<file path="config.mk">
export PLATFORM = sky130hd
export DESIGN_NAME = i2c_config_sequencer
export DESIGN_NICKNAME = d
export VERILOG_FILES = /design/src/rtl/i2c_cfg_pkg.sv /design/src/rtl/i2c_config_rom.sv /design/src/rtl/i2c_config_sequencer.sv
export SDC_FILE = /design/constraint.sdc
export NUM_CORES = 1
export LEC_CHECK = 0
export BUFFER_PORTS_ARGS = -buffer_cell sky130_fd_sc_hd__clkbuf_2
export CORE_AREA = 2 2 82 84
export DETAILED_ROUTE_END_ITERATION = 7
export DIE_AREA = 0 0 84 86
export GPL_ROUTABILITY_DRIVEN = 0
export PLACE_DENSITY = 0.68
export SLEW_MARGIN = 20
export SYNTH_ARGS = -nofsm -noshare
export SYNTH_HDL_FRONTEND = slang
export SYNTH_SLANG_ARGS = --single-unit
</file>
<file path="constraint.sdc">
create_clock -name CLOCK_IN -period 3 [get_ports CLOCK_IN]
set_input_delay 0.15 -clock CLOCK_IN [delete_from_list [all_inputs] [get_ports CLOCK_IN]]
set_output_delay 0.15 -clock CLOCK_IN [all_outputs]
set_load 0.02 [all_outputs]
</file>
<file path="src/rtl/i2c_cfg_pkg.sv">
// Shared types and the default oscillator register table for the power-up
// I2C configuration sequencer.
package i2c_cfg_pkg;

  typedef enum logic [2:0] {
    ST_WAIT_PWR,
    ST_ISSUE,
    ST_WAIT_RSP,
    ST_GAP,
    ST_SETTLE,
    ST_DONE,
    ST_FAIL
  } cfg_state_e;

  localparam int NUM_REGS_DEF = 11;

  function automatic int max_int(input int a, input int b);
    return (a > b) ? a : b;
  endfunction

  // {reg, data} per table index; replace per board.
  function automatic logic [15:0] cfg_table(input logic [3:0] idx);
    case (idx)
      4'd0:    return 16'h8400;
      4'd1:    return 16'h0033;
      4'd2:    return 16'h05E4;
      4'd3:    return 16'h06D1;
      4'd4:    return 16'h07DF;
      4'd5:    return 16'h0896;
      4'd6:    return 16'h0908;
      4'd7:    return 16'h0A1E;
      4'd8:    return 16'h0B00;
      4'd9:    return 16'h8401;
      4'd10:   return 16'h8404;
      default: return 16'h0000;
    endcase
  endfunction

endpackage

</file>
<file path="src/rtl/i2c_config_rom.sv">
// Combinational table lookup: index -> {register, data}.
module i2c_config_rom
  import i2c_cfg_pkg::*;
(
  input  logic [3:0] idx_i,
  output logic [7:0] reg_o,
  output logic [7:0] data_o
);

  logic [15:0] entry;

  assign entry  = cfg_table(idx_i);
  assign reg_o  = entry[15:8];
  assign data_o = entry[7:0];

endmodule

</file>
<file path="src/rtl/i2c_config_sequencer.sv">
// Power-up register programming sequencer: walks the config table over a
// byte-write I2C engine with retry, then holds a settle delay before CFG_DONE.
module i2c_config_sequencer
  import i2c_cfg_pkg::*;
#(
  parameter int         NUM_REGS     = NUM_REGS_DEF,
  parameter logic [6:0] SLAVE_ADDR   = 7'h55,
  parameter int         PWRUP_DELAY  = 91000000,
  parameter int         SETTLE_DELAY = 151000000,
  parameter int         MAX_RETRY    = 3,
  parameter int         RETRY_GAP    = 4000,
  parameter int         RSP_TIMEOUT  = 20000
) (
  input  logic       CLOCK_IN,
  input  logic       RESET,
  input  logic       RESTART,
  output logic       CMD_VALID,
  input  logic       CMD_READY,
  output logic [6:0] CMD_SLAVE,
  output logic [7:0] CMD_REG,
  output logic [7:0] CMD_DATA,
  input  logic       RSP_VALID,
  input  logic       RSP_NACK,
  output logic       CFG_BUSY,
  output logic       CFG_DONE,
  output logic       CFG_FAIL,
  output logic [3:0] CFG_INDEX
);

  // Counter must hold every delay it serves, including timeout and gap.
  localparam int MAX_DLY = max_int(max_int(PWRUP_DELAY, SETTLE_DELAY),
                                   max_int(RETRY_GAP, RSP_TIMEOUT));
  localparam int CNT_W   = $clog2(MAX_DLY + 1);
  localparam int RTY_W   = (MAX_RETRY > 0) ? $clog2(MAX_RETRY + 1) : 1;

  localparam logic [CNT_W-1:0] PWR_LAST = CNT_W'(PWRUP_DELAY - 1);
  localparam logic [CNT_W-1:0] SET_LAST = CNT_W'(SETTLE_DELAY - 1);
  localparam logic [CNT_W-1:0] GAP_LAST = CNT_W'(RETRY_GAP - 1);
  localparam logic [CNT_W-1:0] TO_LAST  = CNT_W'(RSP_TIMEOUT - 1);
  localparam logic [3:0]       IDX_LAST = 4'(NUM_REGS - 1);
  localparam logic [RTY_W-1:0] RTY_MAX  = RTY_W'(MAX_RETRY);

  cfg_state_e       state_q, state_d;
  logic [3:0]       idx_q, idx_d;
  logic [RTY_W-1:0] retry_q, retry_d;
  logic [CNT_W-1:0] cnt_q, cnt_d, cnt_inc;

  always_ff @(posedge CLOCK_IN) begin
    if (RESET) begin
      state_q <= ST_WAIT_PWR;
      idx_q   <= '0;
      retry_q <= '0;
      cnt_q   <= '0;
    end else begin
      state_q <= state_d;
      idx_q   <= idx_d;
      retry_q <= retry_d;
      cnt_q   <= cnt_d;
    end
  end

  always_comb begin
    state_d = state_q;
    idx_d   = idx_q;
    retry_d = retry_q;
    cnt_inc = (cnt_q == {CNT_W{1'b1}}) ? cnt_q : cnt_q + CNT_W'(1);

    case (state_q)
      ST_WAIT_PWR: begin
        if (cnt_q >= PWR_LAST) begin
          state_d = ST_ISSUE;
          idx_d   = '0;
          retry_d = '0;
        end
      end
      ST_ISSUE: begin
        if (CMD_READY) state_d = ST_WAIT_RSP;
      end
      ST_WAIT_RSP: begin
        // A response landing on the timeout cycle takes precedence.
        if (RSP_VALID && !RSP_NACK) begin
          retry_d = '0;
          if (idx_q == IDX_LAST) begin
            state_d = ST_SETTLE;
          end else begin
            idx_d   = idx_q + 4'd1;
            state_d = ST_ISSUE;
          end
        end else if (RSP_VALID || (cnt_q >= TO_LAST)) begin
          if (retry_q < RTY_MAX) begin
            retry_d = retry_q + RTY_W'(1);
            state_d = ST_GAP;
          end else begin
            state_d = ST_FAIL;
          end
        end
      end
      ST_GAP: begin
        if (cnt_q >= GAP_LAST) state_d = ST_ISSUE;
      end
      ST_SETTLE: begin
        if (cnt_q >= SET_LAST) state_d = ST_DONE;
      end
      ST_DONE, ST_FAIL: begin
        if (RESTART) begin
          state_d = ST_ISSUE;
          idx_d   = '0;
          retry_d = '0;
        end
      end
      default: state_d = ST_WAIT_PWR;
    endcase

    cnt_d = (state_d != state_q) ? '0 : cnt_inc;
  end

  i2c_config_rom u_rom (
    .idx_i  (idx_q),
    .reg_o  (CMD_REG),
    .data_o (CMD_DATA)
  );

  assign CMD_VALID = (state_q == ST_ISSUE);
  assign CMD_SLAVE = SLAVE_ADDR;
  assign CFG_BUSY  = (state_q != ST_DONE) && (state_q != ST_FAIL);
  assign CFG_DONE  = (state_q == ST_DONE);
  assign CFG_FAIL  = (state_q == ST_FAIL);
  assign CFG_INDEX = idx_q;

endmodule
</file>
# After elaboration in Yosys (flattened, before gate mapping)
# Memories as Yosys holds them, arrays and structs flattened. A register that Yosys moved wholly into a read port is not among the register bits.
# Index checks and enable logic that the tools add are counted.
dict set report totals {
  register_bits 37
  romBits 208
  in_bits 6
  out_inout_bits 31
  wordCells 63
  mem_count 1
}
dict set report classes {
  n_addsub 3
  n_lt_le_gt_ge 5
  n_eq_ne 17
  muxes 23
  n_reduce_logical 10
}
# memory depth word_bits rd rd_ports_with_merged_regs write_ports line
set memory_table {}
lappend memory_table {{(no name shown)} 16 13 1 1 0 i2c_cfg_pkg.sv:23} ;# case (idx)
# operator n
set op_table {}
lappend op_table {{adder 28 x 1 -> 28 bit (second input constant)} 1}
lappend op_table {{== test 28 bit (second input constant)} 1}
lappend op_table {{greater-or-equal comparator 28 x 12 -> 1 bit (second input constant)} 1}
lappend op_table {{greater-or-equal comparator 28 x 15 -> 1 bit (second input constant)} 1}
lappend op_table {{greater-or-equal comparator 28 x 27 -> 1 bit (second input constant)} 1}
lappend op_table {{greater-or-equal comparator 28 bit (second input constant)} 1}
lappend op_table {{two-way mux 3 bit} 9}
lappend op_table {{two-way mux 4 bit} 6}
lappend op_table {{one-hot mux 3 bit (6 select lines)} 1}
lappend op_table {{inequality test 3 bit (second input constant)} 4}
lappend op_table {{one-hot mux 4 bit (3 select lines)} 1}
lappend op_table {{two-way mux 2 bit} 5}
lappend op_table {{AND reduction 5 bit} 2}
lappend op_table {{== test 3 bit (second input constant)} 3}
lappend op_table {{inequality test 2 bit (second input constant)} 4}
lappend op_table {{== test 3 x 2 -> 1 bit (second input constant)} 2}
lappend op_table {{one-hot mux 2 bit (3 select lines)} 1}
lappend op_table {{adder 4 x 1 -> 4 bit (second input constant)} 1}
lappend op_table {{== test 4 bit (second input constant)} 1}
lappend op_table {{OR reduction 2 bit} 2}
lappend op_table {{== test 3 x 1 -> 1 bit (second input constant)} 1}
lappend op_table {{zero test 3 bit} 1}
lappend op_table {{inequality test 3 bit} 1}
lappend op_table {{nonzero test 3 bit} 1}
lappend op_table {{5 further kinds} 6}

# Longest topological paths before layout
# Gate-level depths: netlist of the first run.
dict set report depth {
  depth_word 7
  ltp_mapped 14
  ltp_nobuf 14
}

# Hierarchy
# A second synthesis of the first run with hierarchy kept.
dict set report hier_totals {
  hier_cells 367
  hier_area_um2 2826.5
}
# mod instances cells_per_inst area_per_inst_um2 seq_area_each_um2
set modules_own_cells {}
lappend modules_own_cells {i2c_config_sequencer 1 326 2527.4 740.7}
lappend modules_own_cells {i2c_config_rom 1 41 299.0 0.0}

# Worst setup path after synthesis of the first run
# OpenSTA, ideal clock, no wires.
dict set report synth_timing {
  path_kind {register -> register}
  start {reg idx_q[2], in the netlist CFG_INDEX[2]}
  end {reg u_rom.reg_o[1] (netlist name)}
  setup_time_ps 124
  arrival_time_ps 2750
  t_required_ps 2876
  slack_ps 126
  path_stages_with_launch 14
  n_path_buf 1
  period_less_slack_ps 2874
  cell_sequence {dfxtp_1 -> clkbuf_1 -> nand3b_1 -> a21oi_2 -> or2_2 -> o211ai_2 -> mux2i_1 -> or2_2 -> inv_1 -> ha_1 -> and3_1 -> a221o_1 -> a21oi_1 -> o22ai_1}
}
dict set report synth_between {
  elab_chain_len 6
  word_cells_on_any_way 9
  classes_between {add/sub (1); eq/ne (2); mux (5); reduce/logical (1)}
}
# element line
set synth_lines {}
lappend synth_lines {{start, declared} i2c_config_sequencer.sv:44} ;# logic [3:0] idx_q, idx_d;
lappend synth_lines {{start signal, assigned} i2c_config_sequencer.sv:56} ;# idx_q <= idx_d;
lappend synth_lines {{adder 4 x 1 -> 4 bit} i2c_config_sequencer.sv:86} ;# idx_d = idx_q + 4'd1;
lappend synth_lines {{two-way mux 4 bit} i2c_config_sequencer.sv:83} ;# if (idx_q == IDX_LAST) begin
lappend synth_lines {{two-way mux 4 bit} i2c_config_sequencer.sv:81} ;# if (RSP_VALID && !RSP_NACK) begin
lappend synth_lines {{one-hot mux 4 bit (3 select lines)} i2c_config_sequencer.sv:68} ;# case (state_q)
lappend synth_lines {{two-way mux 4 bit (no line) (*) (2 in a row)} --}
# Every way passes the cells marked *; elsewhere a longest branch is shown, timed or not. The select of a mux whose other input is x is not followed.
# A chain may end at the register's enable or synchronous reset.

# Worst setup path after layout of the first run
dict set report layout_timing {
  start {reg cnt_q[13]}
  end {reg u_rom.reg_o[1] (netlist name)}
}
dict set report layout_between {
  elab_chain_len 5
}
# element line
set layout_lines {}
lappend layout_lines {{start, declared} i2c_config_sequencer.sv:46} ;# logic [CNT_W-1:0] cnt_q, cnt_d, cnt_inc;
lappend layout_lines {{start signal, assigned} i2c_config_sequencer.sv:58} ;# cnt_q <= cnt_d;
lappend layout_lines {{greater-or-equal comparator 28 x 27 -> 1 bit} i2c_config_sequencer.sv:70} ;# if (cnt_q >= PWR_LAST) begin
lappend layout_lines {{inequality test 2 bit (no line)} --}
lappend layout_lines {{AND reduction 5 bit (no line)} --}
lappend layout_lines {{two-way mux 4 bit (no line) (2 in a row)} --}
# No other way between the ends.

==> impl_metrics.py, run 1 <==
metrics = {
    "outcome": {
        "status": "complete, no violations",
    },
    "timing": {
        "finalSetupTns_ps": 0,
        "slew_headroom": 0.463,
        "max_freq_mhz": 355,
        "finalCritPeriodShare": 0.940,
        "setup_viol": 0,
        "hold_violations": 0,
        "final.min_clock_period_ps": 2820,
        "rsz0062_at_grt": "no",
        "tightest_slew_ps": 801,
        "slew_violations": 0,
        "hold_slack_ps": 268,
        "skew_ps": 7.29,
    },
    "route": {
        "drc_errors": 0,
        "wl_mm": 6.67,
        "firstDrtPassIters": 4,
        "drtAntennaViolNets": 0,
        "drtIter0Drc": 96,
        "routed-via-count": 2639,
        "wire_per_inst_um": 14.1,
        "viasPerCell": 5.57,
    },
    "clock_tree": {
        "clkSlewWorstSetupHoldPaths_ps": 100,
        "clock_latency_ps": 310,
        "cts_tree": "done",
        "cts_num_sinks": 50,
        "clock_path_buffers": 2,
        "cts_buffers": 5,
        "ctsHoldBuffers": 0,
        "htreeDepth": 2,
        "root_buffer": "clkbuf_8",
    },
    "synthesis": {
        "yosys_register_bits": 50,
        "avgSynthCellArea_um2": 8.39,
        "synth-edff-count": 0,
        "syn_area_um2": 3050,
        "ys.flop_type": "dfxtp_1",
        "ys.warnings.count": 0,
        "ys_types": 63,
        "ys_seq_area_frac": 0.329,
        "synth_top_cell_area_share": 0.329,
        "async_flop_share": 0,
        "yosys.area.top_type": "dfxtp_1",
        "syn_inst": 363,
        "synth_area_leaders": "dfxtp_1 33%, nor2_1 6.0%, ha_1 4.5%",
    },
    "finish": {
        "drive_gt1_frac": 0.191,
        "layout_common_cells": "48 x nor2_1, 45 x dfxtp_1, 26 x clkbuf_2",
        "final_common_cell": "nor2_1",
        "area_growth_pct": 11.1,
        "multiInputGateArea_um2": 1900,
        "stdcell_area_um2": 3390,
        "nNetsFinal": 413,
        "diodes": 0,
        "n_fill_cell": 600,
        "seqCellArea_um2": 1010,
    },
    "placement": {
        "dpl_cell_area_um2": 3260,
        "numPortBuffers": 26,
        "dpl.hpwl_mm": 5.06,
    },
    "setup_path": {
        "cp_max_fo": 5,
        "cp.required_ps": 3200,
        "critPathCaptureType": "register",
        "start_kind": "register",
        "arrival_ps": 3020,
        "path_class": "reg2reg",
    },
    "floorplan": {
        "dieWidth_um": 84,
        "core.rowCount": 29,
        "core_um2": 6280,
        "initial_core_util": 0.485,
        "dieArea_um2": 7220,
        "die_y_um": 86,
        "ioPinCount": 37,
    },
    "grt": {
        "track_usage": 0.194,
        "grt_max_degree": 29,
        "overflow": 0,
        "first_global_vias": 2484,
        "grt_pass1_wl_mm": 11.6,
        "antenna_found_initial": 0,
    },
    "power_and_ir_drop": {
        "internal-power_uw": 851,
        "leakagePower_uw": 0.00136,
        "pwr-share-comb": 0.040,
        "swShare": 0.254,
        "p_per_area_nw_per_um2": 337,
        "clkPwrFrac": 0.372,
        "p_switching_uw": 289,
        "ir_worst_vdd_mv": 0.254,
        "power_frac_seq": 0.589,
    },
    "hold_path": {
        "hold_class": "in2reg",
    },
    "flow_run": {
        "max_cap_viol_count": 0,
    },
}
-- worst paths after layout --
check,endpoint,slack (ps),cells past startpoint,start
worst max-delay path,u_rom.reg_o[1],180,12,cnt_q[13]
worst min-delay path,retry_q[1],270,2,RESET
worst max register to register,u_rom.reg_o[1],180,12,cnt_q[13]
worst min register to register,retry_q[1],480,2,retry_q[1]
-- per-layer routing --
layer	global-route usage	wire length, um
met5	0	0
met4	0.0528	60
met3	0.0289	293
met2	0.330	3190
met1	0.258	3130
-- power by group through the flow --
stage / Sequential (uW) / Clock (uW) / Combinational (uW)
detailed placement: 686 / 0 / 45.0
finish: 671 / 424 / 45.3
global route: 672 / 461 / 50.1
CTS: 671 / 438 / 45.1
global placement: 686 / 0 / 43.7
floorplan: 686 / 0 / 45.8
-- cells by family (layout without fill, tap and decap cells) --
kind of cell / Yosys count / after routing / share of synthesized area
adders and majority gates: 11 / 11 / 0.0452
other: 2 / 10 / 0.00246
DFF: 50 / 50 / 0.329
and+or+nand+nor: 174 / 174 / 0.307
xor gates and xnor gates: 24 / 24 / 0.0690
buffers and inverters: 33 / 59 / 0.0645
muxes: 5 / 5 / 0.0164
AOI/OAI and AO/OA: 64 / 64 / 0.167
-- flip-flops by register name (all words and copies together) (netlist names) --
register,flops
u_rom.reg_o,5
u_rom.data_o,8
retry_q,2
CFG_INDEX,4
state_q,3
cnt_q,28
-- worst max-delay path, cell delays in order, from the launching register on --
cell	delay, ps
dfxtp_1	380
or3_4	420
a211oi_2	290
o21a_1	210
o211ai_2	130
mux2i_1	140
or2_2	120
inv_1	80
ha_1	240
and3_1	170
a221o_1	310
a21oi_1	120
o22ai_1	100
-- layout make-up --
type | count | area share
multi-input cells | 288 | 0.561
flip-flops and latches | 50 | 0.297
repair buffers | 43 | 0.0761
well taps | 77 | 0.0285
clock buffers | 5 | 0.0203
inverters | 8 | 0.00887
clock inverters | 3 | 0.00776
-- cell usage after synthesis (5+ instances only) --
library cell / instances
dfxtp_1: 50
and3_1: 10
clkbuf_1: 7
nand2_1: 19
a21oi_1: 15
nor2b_1: 7
nor2_1: 49
nand4_1: 12
ha_1: 11
buf_4: 10
nand2b_1: 8
inv_1: 8
mux2i_1: 5
and2_1: 6
nand3_1: 20
xnor2_1: 11
nor3_1: 12
nor4_1: 5
o21ai_0: 11
xor2_1: 13
-- what timing repair did --
item	4_1_cts	5_1_grt
resized for setup	0	10
setup buffers	0	1
setup endpoints to repair	0	5
-- metrics by stage --
| stage | utilization | total power (uW) | cells | setup WS [ps] |
|---|---|---|---|---|
| floorplan | - | 731 | 371 | 126 |
| global placement | 0.519 | 730 | 465 | 192 |
| finish | 0.539 | 1140 | 474 | 180 |
| detailed placement | 0.519 | 731 | 465 | 122 |
| global route | 0.539 | 1180 | 474 | 20.1 |
| CTS | 0.534 | 1150 | 473 | 111 |
(Power assumes the default switching activity.)
==> inputs of run 2 (changes only) <==
CORE_AREA = 2 2 79 81   (was 2 2 82 84)
DIE_AREA = 0 0 81 83   (was 0 0 84 86)
PLACE_DENSITY = not set   (was 0.68)
PLACE_DENSITY_LB_ADDON = 0.25   (was not set)
SYNTH_HIERARCHICAL = 1   (was not set)
==> impl_metrics.py, run 2 <==
metrics = {
    "outcome": {
        "status": "complete, no violations",
    },
    "setup_path": {
        "worstSetupStartpoint": "cnt_q[0]",
        "crit_cells": 8,
        "start_kind": "register",
        "rrSetupSlack_ps": 510,
        "arrival_ps": 2660,
        "r2r-start": "cnt_q[0]",
        "path_class": "reg2reg",
        "cp_top_family": "compound AO/OA/AOI/OAI gates",
        "cp_max_fo": 28,
        "cpPeakStageDelay_ps": 490,
        "worst_r2r_endpoint": "cnt_q[2]",
        "cp_cell_sequence": "ha_1 > nand2_1 > o21ai_0 > a41oi_1 > o22ai_1 > a2bb2oi_2 > buf_4 > a2111oi_0",
        "rr_worst_depth": 8,
        "cp_slowest_cell": "a41oi_1",
        "cp.required_ps": 3170,
        "critPathCaptureType": "register",
        "crit_path_end": "cnt_q[2]",
        "cp_num_buf_inv": 1,
    },
    "synthesis": {
        "async_flop_share": 0,
        "syn_area_um2": 2830,
        "ys_types": 57,
        "yosysMostFrequentCell": "nor4_1",
        "synth_top_family_by_area": "simple AND/OR/NAND/NOR gates",
        "synth_xor_area_frac": 0.0713,
        "synth_top_cell_area_share": 0.262,
        "synth_fa_ha_area_frac": 0.0443,
        "ys.flop_type": "dfxtp_1",
        "ys_top_cells_by_count": "41 x nor4_1, 37 x dfxtp_1, 25 x nor2_1, 23 x nand2_1, 22 x xnor2_1",
        "synth_compound_area_frac": 0.149,
        "syn_inst": 367,
        "synth_simple_gate_area_share": 0.340,
        "yosys_register_bits": 37,
        "yosys.area.top_type": "dfxtp_1",
        "avgSynthCellArea_um2": 7.70,
        "ys_seq_area_frac": 0.262,
        "synth_area_leaders": "dfxtp_1 26%, nor4_1 9.1%, xnor2_1 6.8%",
        "synth-edff-count": 0,
        "synth_mux_area_frac": 0.0363,
        "ys.warnings.count": 6,
    },
    "finish": {
        "n_fill_cell": 601,
        "largest_register_ffs": 28,
        "final_common_cell": "nor4_1",
        "diodes": 0,
        "regMostFlops": "cnt_q",
        "final_util": 0.516,
        "area_growth_pct": 6.15,
        "drive_gt1_frac": 0.128,
        "nNetsFinal": 391,
        "layout_common_cells": "41 x nor4_1, 37 x dfxtp_1, 26 x clkbuf_2",
    },
    "floorplan": {
        "core.rowCount": 28,
        "dieArea_um2": 6720,
        "die_y_um": 83,
        "dieWidth_um": 81,
        "ioPinCount": 37,
        "initial_core_util": 0.486,
        "core_um2": 5820,
    },
    "timing": {
        "finalCritPeriodShare": 0.831,
        "skew_ps": 5.90,
        "setup_viol": 0,
        "hold_slack_ps": 181,
        "final.min_clock_period_ps": 2490,
        "rsz0062_at_grt": "no",
        "hold_violations": 0,
        "tightest_slew_ps": 671,
        "slew_violations": 0,
        "finalSetupTns_ps": 0,
        "max_freq_mhz": 401,
        "setup_ws_ps": 508,
        "slew_headroom": 0.552,
    },
    "route": {
        "viasPerCell": 5.99,
        "firstDrtPassIters": 5,
        "drc_errors": 0,
        "drtAntennaViolNets": 0,
        "wl_mm": 6.79,
        "wire_per_inst_um": 15.1,
        "drtIter0Drc": 164,
        "routed-via-count": 2694,
    },
    "placement": {
        "preCtsSetupSlack_ps": 508,
        "dpl.hpwl_mm": 4.79,
        "numPortBuffers": 26,
    },
    "clock_tree": {
        "cts_tree": "done",
        "post_cts_buffers": 0,
        "cts_num_sinks": 37,
        "root_buffer": "clkbuf_8",
        "clock_latency_ps": 290,
        "clock_path_buffers": 2,
        "htreeDepth": 2,
        "clkSlewWorstSetupHoldPaths_ps": 70,
        "ctsHoldBuffers": 0,
        "cts_resized": 0,
        "cts_buffers": 5,
    },
    "grt": {
        "grt_max_degree": 29,
        "track_usage": 0.206,
        "grt_pass1_wl_mm": 11.3,
        "first_global_vias": 2375,
        "overflow": 0,
        "antenna_found_initial": 0,
    },
    "power_and_ir_drop": {
        "p_switching_uw": 211,
        "internal-power_uw": 688,
        "power_uw": 899,
        "leakagePower_uw": 0.00103,
        "power_frac_seq": 0.554,
        "clkPwrFrac": 0.400,
        "ir_worst_vdd_mv": 0.199,
        "pwr-share-comb": 0.047,
        "swShare": 0.235,
        "p_per_area_nw_per_um2": 300,
    },
    "hold_path": {
        "holdPathStages": 2,
        "hold_class": "in2reg",
    },
    "flow_run": {
        "max_cap_viol_count": 0,
    },
}
==> run 2: cell count changes after synthesis, moves of 6 or more <==
cell      change
clkbuf_1      +6
nor2_1       -24
xor2_1       -12
o31ai_1       +6
nor4_1       +36
xnor2_1      +11
nand3_1       -9
a31oi_1       +6
and3_1        -7
buf_2         +8
dfxtp_1      -13
==> run 2: kinds of logic (layout without fill, tap and decap cells) <==
logic type | after synthesis | after routing
other | 3 | 10
AOI/OAI and AO/OA | 64 | 64
DFF | 37 | 37
buffers and inverters | 52 | 53
adders and majority gates | 10 | 10
and+or+nand+nor | 168 | 168
xor gates and xnor gates | 23 | 23
muxes | 10 | 10
==> run 2: final cells by class <==
class                           count  area (um2)  area share
Tap cell                           75        93.8      0.0313
Clock buffer                        7        86.3      0.0288
Multi-Input combinational cell    285        1850       0.616
Sequential cell                    37         741       0.247
Timing Repair Buffer               33         183      0.0609
Inverter                           13        48.8      0.0163
==> run 2: worst register-to-register path, cell delays in order, from the launching register on <==
cell and delay, ps:
dfxtp_1 330, ha_1 290, nand2_1 90, o21ai_0 90
a41oi_1 490, o22ai_1 240, a2bb2oi_2 200, buf_4 240
a2111oi_0 410
==> run 2: worst min-delay path by stage <==
stage                from           end
2_1_floorplan     RESTART  CFG_INDEX[3]
3_3_place_gp   retry_q[1]    retry_q[1]
3_5_place_dp   retry_q[1]    retry_q[1]
4_1_cts             RESET  CFG_INDEX[3]
5_1_grt             RESET  CFG_INDEX[2]
6_report            RESET    retry_q[0]
==> run 2: power groups by stage <==
stage	Clock (uW)	Combinational [uW]	Sequential, uW
final	359	41.9	498
after global placement	0	41.1	509
after floorplan	0	42.3	508
after detailed placement	0	41.3	509
after CTS	371	41.5	498
after global routing	393	45.7	498
==> run 2: stage by stage <==
step / cell area, um2 / cells
after global routing: 3000 / 450
after CTS: 3000 / 450
after global placement: 2910 / 443
after detailed placement: 2910 / 443
final: 3000 / 450
after floorplan: 2850 / 374
==> run 2: routing by layer <==
| layer | global-route usage | up-vias | part of all wire |
|---|---|---|---|
| met5 | 0 | - | 0 |
| met3 | 0.0370 | 12 | 0.054 |
| met4 | 0.0586 | 0 | 0.013 |
| met2 | 0.322 | 94 | 0.46 |
| li1 | - | 1350 | - |
| met1 | 0.289 | 1238 | 0.48 |
==> inputs of run 3 (changes only) <==
ABC_AREA = 1   (was not set)
CORE_AREA = 2 2 83 85   (was 2 2 79 81)
DIE_AREA = 0 0 85 87   (was 0 0 81 83)
clock period = 2.4 ns   (was 3 ns; I/O delays follow)
==> impl_metrics.py, run 3 <==
metrics = {
    "route": {
        "drc_errors": 0,
        "drtAntennaViolNets": 0,
        "wl_mm": 7.19,
        "viasPerCell": 5.11,
        "routed-via-count": 3085,
        "firstDrtPassIters": 4,
        "wire_per_inst_um": 11.9,
        "drtIter0Drc": 128,
    },
    "synthesis": {
        "syn_inst": 493,
        "syn_area_um2": 3090,
        "synth-edff-count": 0,
        "yosys_register_bits": 37,
        "ys_types": 36,
        "async_flop_share": 0,
        "ys.flop_type": "dfxtp_1",
        "yosysMostFrequentCell": "nand2_1",
        "synth_area_leaders": "dfxtp_1 24%, nand2_1 14%, nor2_1 11%",
        "avgSynthCellArea_um2": 6.27,
        "ys_top_cells_by_count": "118 x nand2_1, 92 x nor2_1, 50 x inv_1, 37 x dfxtp_1, 29 x nand3_1",
        "ys.warnings.count": 6,
        "ys_seq_area_frac": 0.240,
        "yosys.area.top_type": "dfxtp_1",
        "synth_top_cell_area_share": 0.240,
    },
    "grt": {
        "globalRouteMet1Util": 0.257,
        "track_usage": 0.202,
        "grt.busiest_layer": "met2",
        "overflow": 0,
        "met2_usage": 0.354,
        "grt_max_degree": 15,
        "antenna_found_initial": 0,
        "first_global_vias": 2823,
        "use_met3": 0.0294,
        "grt_pass1_wl_mm": 12.4,
    },
    "floorplan": {
        "dieWidth_um": 85,
        "ioPinCount": 37,
        "initial_core_util": 0.470,
        "die_y_um": 87,
        "dieArea_um2": 7400,
        "core.rowCount": 30,
        "core_um2": 6570,
    },
    "finish": {
        "area_growth_pct": 9.19,
        "final_common_cell": "nand2_1",
        "layout_common_cells": "118 x nand2_1, 92 x nor2_1, 50 x inv_1",
        "drive_gt1_frac": 0.168,
        "seqCellArea_um2": 741,
        "nNetsFinal": 540,
        "diodes": 0,
        "multiInputGateArea_um2": 2010,
        "final_util": 0.514,
        "n_fill_cell": 676,
        "largest_register_ffs": 28,
        "regMostFlops": "cnt_q",
    },
    "setup_path": {
        "path_class": "reg2reg",
        "cp_max_fo": 14,
        "critPathCaptureType": "register",
        "start_kind": "register",
        "cpPeakStageDelay_ps": 370,
        "crit_top_cell": "nand2_1",
        "cp_top_family": "simple AND/OR/NAND/NOR gates",
        "arrival_ps": 2420,
        "cp_cell_sequence": "ha_1 > inv_2 > nor2_4 > nand2_2 > nand3_2 > nand2_2 > nand2_2 > nand2_2 > nand2_1 > nand2_1 > nand2_1 > nand2_1 > nand2_1 > nand3_4 > buf_12 > nor2_1",
        "cp_num_buf_inv": 2,
        "cp_slowest_cell": "dfxtp_1",
        "cp.required_ps": 2630,
    },
    "power_and_ir_drop": {
        "ir_worst_vdd_mv": 0.282,
        "p_per_area_nw_per_um2": 341,
        "leakagePower_uw": 0.00158,
    },
    "clock_tree": {
        "cts_buffers": 5,
        "root_buffer": "clkbuf_8",
        "clock_path_buffers": 2,
        "cts_num_sinks": 37,
        "cts_tree": "done",
        "htreeDepth": 2,
        "cts_resized": 0,
        "clkSlewWorstSetupHoldPaths_ps": 80,
        "post_cts_buffers": 0,
        "ctsHoldBuffers": 0,
        "clock_latency_ps": 300,
    },
    "timing": {
        "skew_ps": 10.9,
        "max_freq_mhz": 456,
        "final.min_clock_period_ps": 2190,
        "slew_violations": 0,
        "finalCritPeriodShare": 0.913,
        "finalSetupTns_ps": 0,
        "slew_headroom": 0.640,
        "setup_viol": 0,
        "tightest_slew_ps": 535,
        "rsz0062_at_grt": "no",
        "hold_slack_ps": 64.0,
        "hold_violations": 0,
    },
    "placement": {
        "dpl.hpwl_mm": 5.72,
        "numPortBuffers": 26,
    },
    "outcome": {
        "status": "complete, no violations",
    },
    "flow_run": {
        "max_cap_viol_count": 0,
    },
    "hold_path": {
        "hold_class": "in2reg",
    },
}
run 3: report_power, final:
group          leakage, uW  total, uW  internal [uW]  switching, uW
sequential        0.000298        623            618           4.25
combinational      0.00124       77.4           23.2           54.1
clock            0.0000443        451            228            223
total              0.00158       1150            870            281
run 3: area by class of cell:
cell class                      count  area share
Multi-Input combinational cell    387       0.597
Sequential cell                    37       0.220
Inverter                           58      0.0664
Timing Repair Buffer               35      0.0623
Tap cell                           80      0.0297
Clock buffer                        7      0.0256
run 3: cell families after synthesis:
logic type,Yosys count,share of synthesized area
AO/OA/AOI/OAI,36,0.0676
XOR/XNOR,22,0.0623
buffers and inverters,76,0.117
adder cells (fa/ha/maj),10,0.0405
AND/OR/NAND/NOR,309,0.469
flip-flops,37,0.240
other,3,0.00364
run 3: metal layers:
layer  vias up  routed length [um]
li1       1598                   -
met1      1391                3260
met3        16                 360
met4         0                 120
met5         -                   0
met2        80                3440
run 3: path summary, 6_finish.rpt:
| path | from | to | slack (ps) | depth (start not counted) |
|---|---|---|---|---|
| worst max register to register | cnt_q[0] | cnt_q[16] | 210 | 16 |
| worst min-delay path | RESET | CFG_INDEX[3] | 60 | 2 |
| worst max-delay path | cnt_q[0] | cnt_q[16] | 210 | 16 |
| worst min register to register | retry_q[1] | retry_q[1] | 490 | 2 |
run 3: through the flow:
| step | power (uW) | instance area [um2] | setup slack [ps] | instances |
|---|---|---|---|---|
| final | 1150 | 3370 | 208 | 604 |
| after global placement | 713 | 3290 | 342 | 597 |
| after CTS | 1160 | 3370 | 225 | 604 |
| after detailed placement | 714 | 3290 | 256 | 597 |
| after global routing | 1190 | 3370 | 9.78 | 604 |
| after floorplan | 711 | 3120 | 544 | 500 |
